--- src/rtl/mux_sel_pkg.sv ---
// Shared types and constants for the write-back/datapath source selector.
// Holds the occupancy state enum, the legacy source codes and sizing helpers.
package mux_sel_pkg;

    typedef enum logic [1:0] {
        EMPTY = 2'd0,
        ONE   = 2'd1,
        TWO   = 2'd2
    } mux_sel_state_t;

    // Legacy write-back source codes of the multicycle core
    localparam int unsigned SEL_MEMDATA = 0;
    localparam int unsigned SEL_ALU     = 1;
    localparam int unsigned SEL_PC      = 2;
    localparam int unsigned SEL_ALUOUT  = 3;
    localparam int unsigned SEL_INST    = 4;
    localparam int unsigned SEL_EPC     = 5;

    function automatic int sel_width(input int n);
        return (n > 1) ? $clog2(n) : 1;
    endfunction

    // A stored beat is packed as {data, sel, err}
    function automatic int beat_width(input int width, input int sel_w);
        return width + sel_w + 1;
    endfunction

endpackage

--- src/rtl/mux_sel_pipe_if.sv ---
// Handshake bundle between upstream datapath sources, the selector and
// the write stage. master drives the beat inputs, slave is the selector.
interface mux_sel_pipe_if
    import mux_sel_pkg::*;
#(
    parameter int WIDTH = 32,
    parameter int N_IN  = 8,
    parameter int SEL_W = sel_width(N_IN)
) ();

    logic [SEL_W-1:0]      sel;
    logic [N_IN*WIDTH-1:0] in_data;
    logic                  in_valid;
    logic                  in_ready;
    logic [WIDTH-1:0]      out_data;
    logic [SEL_W-1:0]      out_sel;
    logic                  out_err;
    logic                  out_valid;
    logic                  out_ready;
    logic                  err_clr;
    logic                  sel_err;

    modport master (
        output sel, in_data, in_valid, out_ready, err_clr,
        input  in_ready, out_data, out_sel, out_err, out_valid, sel_err
    );

    modport slave (
        input  sel, in_data, in_valid, out_ready, err_clr,
        output in_ready, out_data, out_sel, out_err, out_valid, sel_err
    );

endinterface

--- src/rtl/mux_sel_comb.sv ---
// Pure combinational N-way select with range check; an out-of-range
// select yields DEFAULT_VAL and raises err.
module mux_sel_comb
    import mux_sel_pkg::*;
#(
    parameter int               WIDTH       = 32,
    parameter int               N_IN        = 8,
    parameter int               SEL_W       = sel_width(N_IN),
    parameter logic [WIDTH-1:0] DEFAULT_VAL = '0
) (
    input  logic [SEL_W-1:0]      sel,
    input  logic [N_IN*WIDTH-1:0] in_data,
    output logic [WIDTH-1:0]      data,
    output logic                  err
);

    logic [WIDTH-1:0] ch [N_IN];

    generate
        for (genvar gi = 0; gi < N_IN; gi++) begin : g_ch
            assign ch[gi] = in_data[gi*WIDTH +: WIDTH];
        end
    endgenerate

    // Compare at 32 bits so a select wider than needed is still range-checked
    always_comb begin
        data = DEFAULT_VAL;
        err  = 1'b1;
        for (int k = 0; k < N_IN; k++) begin
            if (32'(sel) == 32'(k)) begin
                data = ch[k];
                err  = 1'b0;
            end
        end
    end

endmodule

--- src/rtl/mux_sel_pipe.sv ---
// Registered N-way selector with valid/ready handshake and a one-entry skid
// buffer; results are tagged with their select code and a range-error bit.
module mux_sel_pipe
    import mux_sel_pkg::*;
#(
    parameter int               WIDTH       = 32,
    parameter int               N_IN        = 8,
    parameter int               SEL_W       = sel_width(N_IN),
    parameter logic [WIDTH-1:0] DEFAULT_VAL = '0
) (
    input  logic          clk,
    input  logic          reset,
    mux_sel_pipe_if.slave bus
);

    localparam int BEAT_W = beat_width(WIDTH, SEL_W);

    mux_sel_state_t    state_q, state_d;
    logic [BEAT_W-1:0] or_q, or_d;
    logic [BEAT_W-1:0] sk_q, sk_d;
    logic              sel_err_q, sel_err_d;

    logic [WIDTH-1:0]  comb_data;
    logic              comb_err;
    logic [BEAT_W-1:0] beat;
    logic              accept;
    logic              drain;

    mux_sel_comb #(
        .WIDTH       (WIDTH),
        .N_IN        (N_IN),
        .SEL_W       (SEL_W),
        .DEFAULT_VAL (DEFAULT_VAL)
    ) u_comb (
        .sel     (bus.sel),
        .in_data (bus.in_data),
        .data    (comb_data),
        .err     (comb_err)
    );

    assign beat = {comb_data, bus.sel, comb_err};

    // Ready depends only on occupancy, never on out_ready, so no ready path crosses the block
    assign bus.in_ready = (state_q != TWO) && !reset;
    assign accept       = bus.in_valid && bus.in_ready;
    assign drain        = (state_q != EMPTY) && bus.out_ready;

    always_comb begin
        state_d = state_q;
        or_d    = or_q;
        sk_d    = sk_q;
        case (state_q)
            EMPTY: begin
                if (accept) begin
                    or_d    = beat;
                    state_d = ONE;
                end
            end
            ONE: begin
                if (accept && drain) begin
                    or_d = beat;
                end else if (accept) begin
                    sk_d    = beat;
                    state_d = TWO;
                end else if (drain) begin
                    state_d = EMPTY;
                end
            end
            TWO: begin
                if (drain) begin
                    or_d    = sk_q;
                    state_d = ONE;
                end
            end
            default: state_d = EMPTY;
        endcase
    end

    // A new error wins over a simultaneous clear
    always_comb begin
        sel_err_d = sel_err_q;
        if (accept && comb_err) begin
            sel_err_d = 1'b1;
        end else if (bus.err_clr) begin
            sel_err_d = 1'b0;
        end
    end

    always_ff @(posedge clk or posedge reset) begin
        if (reset) begin
            state_q   <= EMPTY;
            or_q      <= '0;
            sk_q      <= '0;
            sel_err_q <= 1'b0;
        end else begin
            state_q   <= state_d;
            or_q      <= or_d;
            sk_q      <= sk_d;
            sel_err_q <= sel_err_d;
        end
    end

    assign {bus.out_data, bus.out_sel, bus.out_err} = or_q;
    assign bus.out_valid = (state_q != EMPTY);
    assign bus.sel_err   = sel_err_q;

endmodule

--- src/flat_wrapper.sv ---
// flat-port wrapper written by rule: the top's interface ports become plain ports
module mux_sel_pipe_flat import mux_sel_pkg::*;
#(
    parameter int               WIDTH       = 32,
    parameter int               N_IN        = 8,
    parameter int               SEL_W       = sel_width(N_IN),
    parameter logic [WIDTH-1:0] DEFAULT_VAL = '0
)
  (clk, reset, bus_sel, bus_in_data, bus_in_valid, bus_out_ready, bus_err_clr, bus_in_ready, bus_out_data, bus_out_sel, bus_out_err, bus_out_valid, bus_sel_err);
  mux_sel_pipe_if #(.WIDTH(WIDTH), .N_IN(N_IN), .SEL_W(SEL_W)) bus_i ();
  input  logic clk;
  input  logic reset;
  input wire logic [$bits(bus_i.sel)-1:0] bus_sel;
  input wire logic [$bits(bus_i.in_data)-1:0] bus_in_data;
  input wire logic [$bits(bus_i.in_valid)-1:0] bus_in_valid;
  input wire logic [$bits(bus_i.out_ready)-1:0] bus_out_ready;
  input wire logic [$bits(bus_i.err_clr)-1:0] bus_err_clr;
  output wire logic [$bits(bus_i.in_ready)-1:0] bus_in_ready;
  output wire logic [$bits(bus_i.out_data)-1:0] bus_out_data;
  output wire logic [$bits(bus_i.out_sel)-1:0] bus_out_sel;
  output wire logic [$bits(bus_i.out_err)-1:0] bus_out_err;
  output wire logic [$bits(bus_i.out_valid)-1:0] bus_out_valid;
  output wire logic [$bits(bus_i.sel_err)-1:0] bus_sel_err;
  assign bus_i.sel = bus_sel;
  assign bus_i.in_data = bus_in_data;
  assign bus_i.in_valid = bus_in_valid;
  assign bus_i.out_ready = bus_out_ready;
  assign bus_i.err_clr = bus_err_clr;
  assign bus_in_ready = bus_i.in_ready;
  assign bus_out_data = bus_i.out_data;
  assign bus_out_sel = bus_i.out_sel;
  assign bus_out_err = bus_i.out_err;
  assign bus_out_valid = bus_i.out_valid;
  assign bus_sel_err = bus_i.sel_err;
  mux_sel_pipe #(.WIDTH(WIDTH), .N_IN(N_IN), .SEL_W(SEL_W), .DEFAULT_VAL(DEFAULT_VAL)) u_core (.clk(clk), .reset(reset), .bus(bus_i));
endmodule
--- config.mk ---
export PLATFORM = sky130hd
export DESIGN_NAME = mux_sel_pipe_flat
export DESIGN_NICKNAME = d
export VERILOG_FILES = /design/src/rtl/mux_sel_pkg.sv /design/src/rtl/mux_sel_pipe_if.sv /design/src/rtl/mux_sel_comb.sv /design/src/rtl/mux_sel_pipe.sv /design/src/flat_wrapper.sv
export SDC_FILE = /design/constraint.sdc
export NUM_CORES = 1
export LEC_CHECK = 0
export ABC_CLOCK_PERIOD_IN_PS = 3100
export BUFFER_PORTS_ARGS = -buffer_cell sky130_fd_sc_hd__buf_2
export CORE_AREA = 2 2 125 127
export CTS_CLUSTER_SIZE = 30
export DETAILED_ROUTE_END_ITERATION = 8
export DIE_AREA = 0 0 127 129
export GPL_TIMING_DRIVEN = 0
export MAX_ROUTING_LAYER = met4
export PLACE_DENSITY_LB_ADDON = 0.2
export SYNTH_ARGS = -nofsm -noshare
export SYNTH_HDL_FRONTEND = slang
export SYNTH_SLANG_ARGS = --single-unit
--- constraint.sdc ---
create_clock -name clk -period 3.1 [get_ports clk]
set_input_delay 0.465 -clock clk [delete_from_list [all_inputs] [get_ports clk]]
set_output_delay 0.465 -clock clk [all_outputs]
set_load 0.02 [all_outputs]
# ---- Yosys cells after proc, flatten, opt, wreduce, memory -nomap -nowiden
# Cells that the tools add are included.
dict set report word_totals {
  word_cells 62
  register_bits 75
  output_inout_bits 39
  input_bits 264
}
dict set report classes {
  bitwise 1
  muxes 28
  n_reduce_logical 14
  n_eq_ne 15
}
# operator count
set ops {}
lappend ops {{$mux 32} 8}
lappend ops {{$mux 36} 3}
lappend ops {{$pmux 36 s3} 1}
lappend ops {{$eq 3x3->1 const B} 4}
lappend ops {{$mux 1} 10}
lappend ops {{$mux 2} 5}
lappend ops {{$reduce_and 4->1} 2}
lappend ops {{$eq 3x2->1 const B} 2}
lappend ops {{$ne 2x1->1 const B} 3}
lappend ops {{$pmux 2 s3} 1}
lappend ops {{$logic_and 1x1->1} 5}
lappend ops {{$ne 2x2->1 const B} 2}
lappend ops {{$reduce_bool 2->1} 2}
lappend ops {{$eq 3x1->1 const B} 1}
lappend ops {{$logic_not 3->1} 1}
lappend ops {{$ne 3x1->1 const B} 1}
lappend ops {{$reduce_and 3->1} 1}
lappend ops {{$reduce_bool 3->1} 1}
lappend ops {{$eq 2x1->1 const B} 1}
lappend ops {{$eq 2x2->1 const B} 1}
lappend ops {{$logic_not 2->1} 1}
lappend ops {{$logic_not 1->1} 1}
lappend ops {{$not 1->1} 1}

# ---- Longest topological paths before layout
dict set report logic_depth {
  depth_word 11
  ltp_mapped 8
  ltp_nobuf 5
}

# ---- Cells and area by module
# Synthesis repeated with hierarchy kept, for this count alone.
dict set report unflattened {
  hier_cells 457
  hier_area_um2 5644.2
}
# mod cells_each area_per_inst_um2 instances
set modules_own_cells {}
lappend modules_own_cells {mux_sel_pipe 212 3437.0 1}
lappend modules_own_cells {mux_sel_comb 245 2207.1 1}

# ---- Least setup slack after synthesis
# OpenSTA, ideal clock, no wires.
dict set report synth_timing {
  path_kind {in2reg}
  start {input bus_sel[1]}
  end {register u_core.or_q[13]}
  setup_time_ps 126
  arrival_ps 1749
  path_stages 6
  setup_slack_ps 1225
  cell_sequence {buf_6 > clkbuf_1 > mux2_2 > o22ai_1 > nor2_1 > a221o_1}
}
dict set report synth_between {
  elab_chain_len 11
  elab_cells_between_ends 19
  classes_between {eq/ne: 7; mux: 11; reduce/logical: 1}
}
# element line
set synth_lines {}
lappend synth_lines {{start, declared} flat_wrapper.sv:13} ;# input wire logic [$bits(bus_i.sel)-1:0] bus_sel;
lappend synth_lines {{$logic_not 3->1} mux_sel_comb.sv:30} ;# if (32'(sel) == 32'(k)) begin
lappend synth_lines {{$mux 32 (7 in series)} mux_sel_comb.sv:30}
lappend synth_lines {{$mux 32 *} mux_sel_comb.sv:30}
lappend synth_lines {{$mux 36, on equally long branches} {mux_sel_pipe.sv:60, mux_sel_pipe.sv:54}}
lappend synth_lines {{$pmux 36 s3 *} mux_sel_pipe.sv:52} ;# case (state_q)
lappend synth_lines {{end signal, assigned} mux_sel_pipe.sv:97} ;# or_q <= or_d;
lappend synth_lines {{end, declared} mux_sel_pipe.sv:19} ;# logic [BEAT_W-1:0] or_q, or_d;
# Every way passes the cells marked *; elsewhere a longest branch is shown, timed or not. The select of a mux whose other input is x is not followed.
# A chain may end at the register's enable or synchronous reset.

# ---- Worst setup path after layout
dict set report layout_timing {
  start {register u_core.state_q[0]}
  end {output bus_in_ready}
}
dict set report layout_between {
  elab_chain_len 2
}
# element line
set layout_lines {}
lappend layout_lines {{start, declared} mux_sel_pipe.sv:18} ;# mux_sel_state_t state_q, state_d;
lappend layout_lines {{start signal, assigned} mux_sel_pipe.sv:96} ;# state_q <= state_d;
lappend layout_lines {{$ne 2x2->1} mux_sel_pipe.sv:44} ;# assign bus.in_ready = (state_q != TWO) && !reset;
lappend layout_lines {{$logic_and 1x1->1} mux_sel_pipe.sv:44}
lappend layout_lines {{end, declared} flat_wrapper.sv:18} ;# output wire logic [$bits(bus_i.in_ready)-1:0] bus_in_ready;
# Every way passes these cells.

==> results.md <==
- IO Pins: 303
- Initial DRC Count: 537
- Final Critical Period: 2.176 ns
- DR vias: 6135
- Ant. Diodes: 0
- WL/cell: 20.20 µm
- Starting density of the core: 39.21%
- Post-route DRC: 0
- Worst hold slack: 0.03015 ns
- Pin count of the biggest net entering global routing: 71
- CTS tree: yes
- Pleak: 3.887 nW
- Critical Path Max Stage Delay: 0.45 ns
- Initial antenna violation count: 0
- Via density: 5.483
- Root Driver: clkbuf_16
- Syn-to-layout area delta: 35.53%
- Crit path max-delay family: buffers and inverters
- Status: completed
- CP startpoint: u_core.state_q[0]
- Routability Congestion: 0.9442
- Kind of critical path: reg -> out
- Hold Vio Cnt, Final: 0
- Max Fclk: 0.4596 GHz
- Height of the die: 129 µm
- CP Capture Type: output port
- WP buf/inv: 2
- Die Area: 0.01638 mm²
- Slew headroom: 52.29%
- Crit-path cells: and2b_1 > buf_1 > nor2_1 > buf_2
- Final ANT Viol Nets: 0
- H-tree levels: 3
- Worst skew pair latency: 0.33 ns
- Post-cts resize count: 0
- Fin nets: 1190
- Cell row count: 45
- # clock sinks: 75
- Synth unique cells: 33
- RSZ-0062 raised after global routing: false
- Register bit total from synthesis: 75
- Worst Skew: 0.004813 ns
- CP Data Required Time: 2.63 ns
- Total CTS buffers: 9
- Vias in the first global route: 5952
- Final core utilization: 53.15%
- Ys Warns: 0
- Dpl hpwl: 17940 µm
- Core box area: 0.01498 mm²
- Pwr/cell area: 515.5 mW/mm²
- Max cap viols: 0
- Worst path arrival time: 1.71 ns
- Worst setup SP type: flip-flop
- Slack of the worst reg-to-reg path: 1.27 ns
- R2r startpoint: u_core.state_q[0]
- Worst Path Max Fanout: 10
- VDD IR-drop max: 0.3021 mV
- Pre-antenna DRT Iters: 6
- Top FF cell, synth: dfrtp_1
- Post-synthesis sequential area ratio: 31.96%
- GR Util All Layers: 27.27%
- R2R depth: 4
- Non-Filler Instances: 1119
- Post-CTS Setup Inserts: 0
- Port bufs: 300
- Post-Syn Instances: 614
- Clk pin slew, worst setup/hold paths: 0.06 ns
- First-pass GRT wire length: 33290 µm
- Syn Area/Cell: 9.565 µm²
- Worst slew pin tran: 0.7156 ns
- Number of flops mapped to enable cells by yosys: 0
- Share of layout cells above drive strength 1: 44.47%
- Longest Clk Path Bufs: 2
- Mapped Nets: 878
- Final setup viols: 0
- Slew Limit Fails: 0
- FF-to-FF End: u_core.sk_q[13]
- Die width: 127 µm
- Asr flop ratio synth: 100.0%
- Final worst path period share: 70.18%
- Hold buffer count at cts: 0
- Mapped cell area: 0.005873 mm²
- Slowest CP cell: buf_1
- Inst Count DP: 1103
- Gr ovfl total: 0
- Final WL: 22600 µm
- Worst hold-check path type: in -> async
-- metal layers --
layer | global-route usage, % | share of wire [%]
met1 | 34.48 | 43
met3 | 4.906 | 7.8
met4 | 8.533 | 2.0
met5 | - | 0
met2 | 44.69 | 47
-- flip-flops by register name, indices dropped and copies added (netlist names) --
name,flops
u_core.state_q,2
u_core.bus.sel_err,1
u_core.sk_q,36
u_core.or_q,36
-- cell usage after synthesis, types with 13 or more instances --
cell type,n,area [µm²]
mux2_2,59,664.4
a221o_1,31,310.3
nand2_1,70,262.8
o22ai_1,31,193.9
buf_6,13,146.4
a22oi_1,31,232.7
clkbuf_1,23,86.33
a22o_1,31,271.5
mux2_1,37,416.7
o21ai_0,36,180.2
nor2_1,65,244.0
dfrtp_1,75,1877
mux2i_1,67,670.6
-- kinds of logic after synthesis --
kind of cell           Yosys count  share of synthesized area (%)
muxes                          165                          30.59
and+or+nand+nor                148                          10.18
buffers and inverters           61                          6.136
AOI/OAI and AO/OA              165                          21.13
DFF                             75                          31.96
-- layout make-up --
type                    count  area [µm²]
clock inverters             4       73.82
fillers                  1457        7017
inverters                   2       10.01
clock buffers              12       246.5
multi-input cells         478        3636
flip-flops and latches     75        1877
repair buffers            301        1529
well taps                 188       235.2
plain buffers              59       352.8
-- stage by stage --
stage	setup TNS [ns]	area [µm²]	total power, mW	setup WS (ns)
3_3_place_gp	-23.76	7610	2.960	-0.3193
4_1_cts	0	7960	4.129	0.8972
6_report	0	7960	4.103	0.9244
5_1_grt	0	7960	4.325	0.8083
3_5_place_dp	0	7640	2.990	0.8374
2_1_floorplan	0	5873	2.404	0.7250
-- placed cells by master, fill, tap and decap left out, types with 2 or more instances in the layout --
master / instances
nand2b_1: 2
a22o_1: 31
mux4_2: 2
mux2_1: 37
buf_1: 6
nor2_1: 65
bufinv_16: 2
o21ai_0: 36
buf_6: 13
mux2i_1: 67
a221o_1: 31
buf_4: 5
nand2_1: 70
nor2b_1: 3
clkbuf_1: 25
dfrtp_1: 75
buf_2: 312
mux2_2: 59
clkbuf_16: 9
a22oi_1: 31
o22ai_1: 31
-- worst max-delay path by stage --
stage | cells past startpoint | end | slack [ns]
6_report | 4 | bus_in_ready | 0.92
5_1_grt | 4 | bus_in_ready | 0.81
4_1_cts | 4 | bus_in_ready | 0.90
3_5_place_dp | 6 | u_core.or_q[34] | 0.84
3_3_place_gp | 2 | u_core.sk_q[18] | -0.32
2_1_floorplan | 1 | u_core.bus.sel_err | 0.73
-- where the power goes --
part	internal (mW)	switching, mW
registers	1.32	0.178
clock network	0.727	0.396
logic	0.697	0.782
Power figures use the tool's default switching activity.
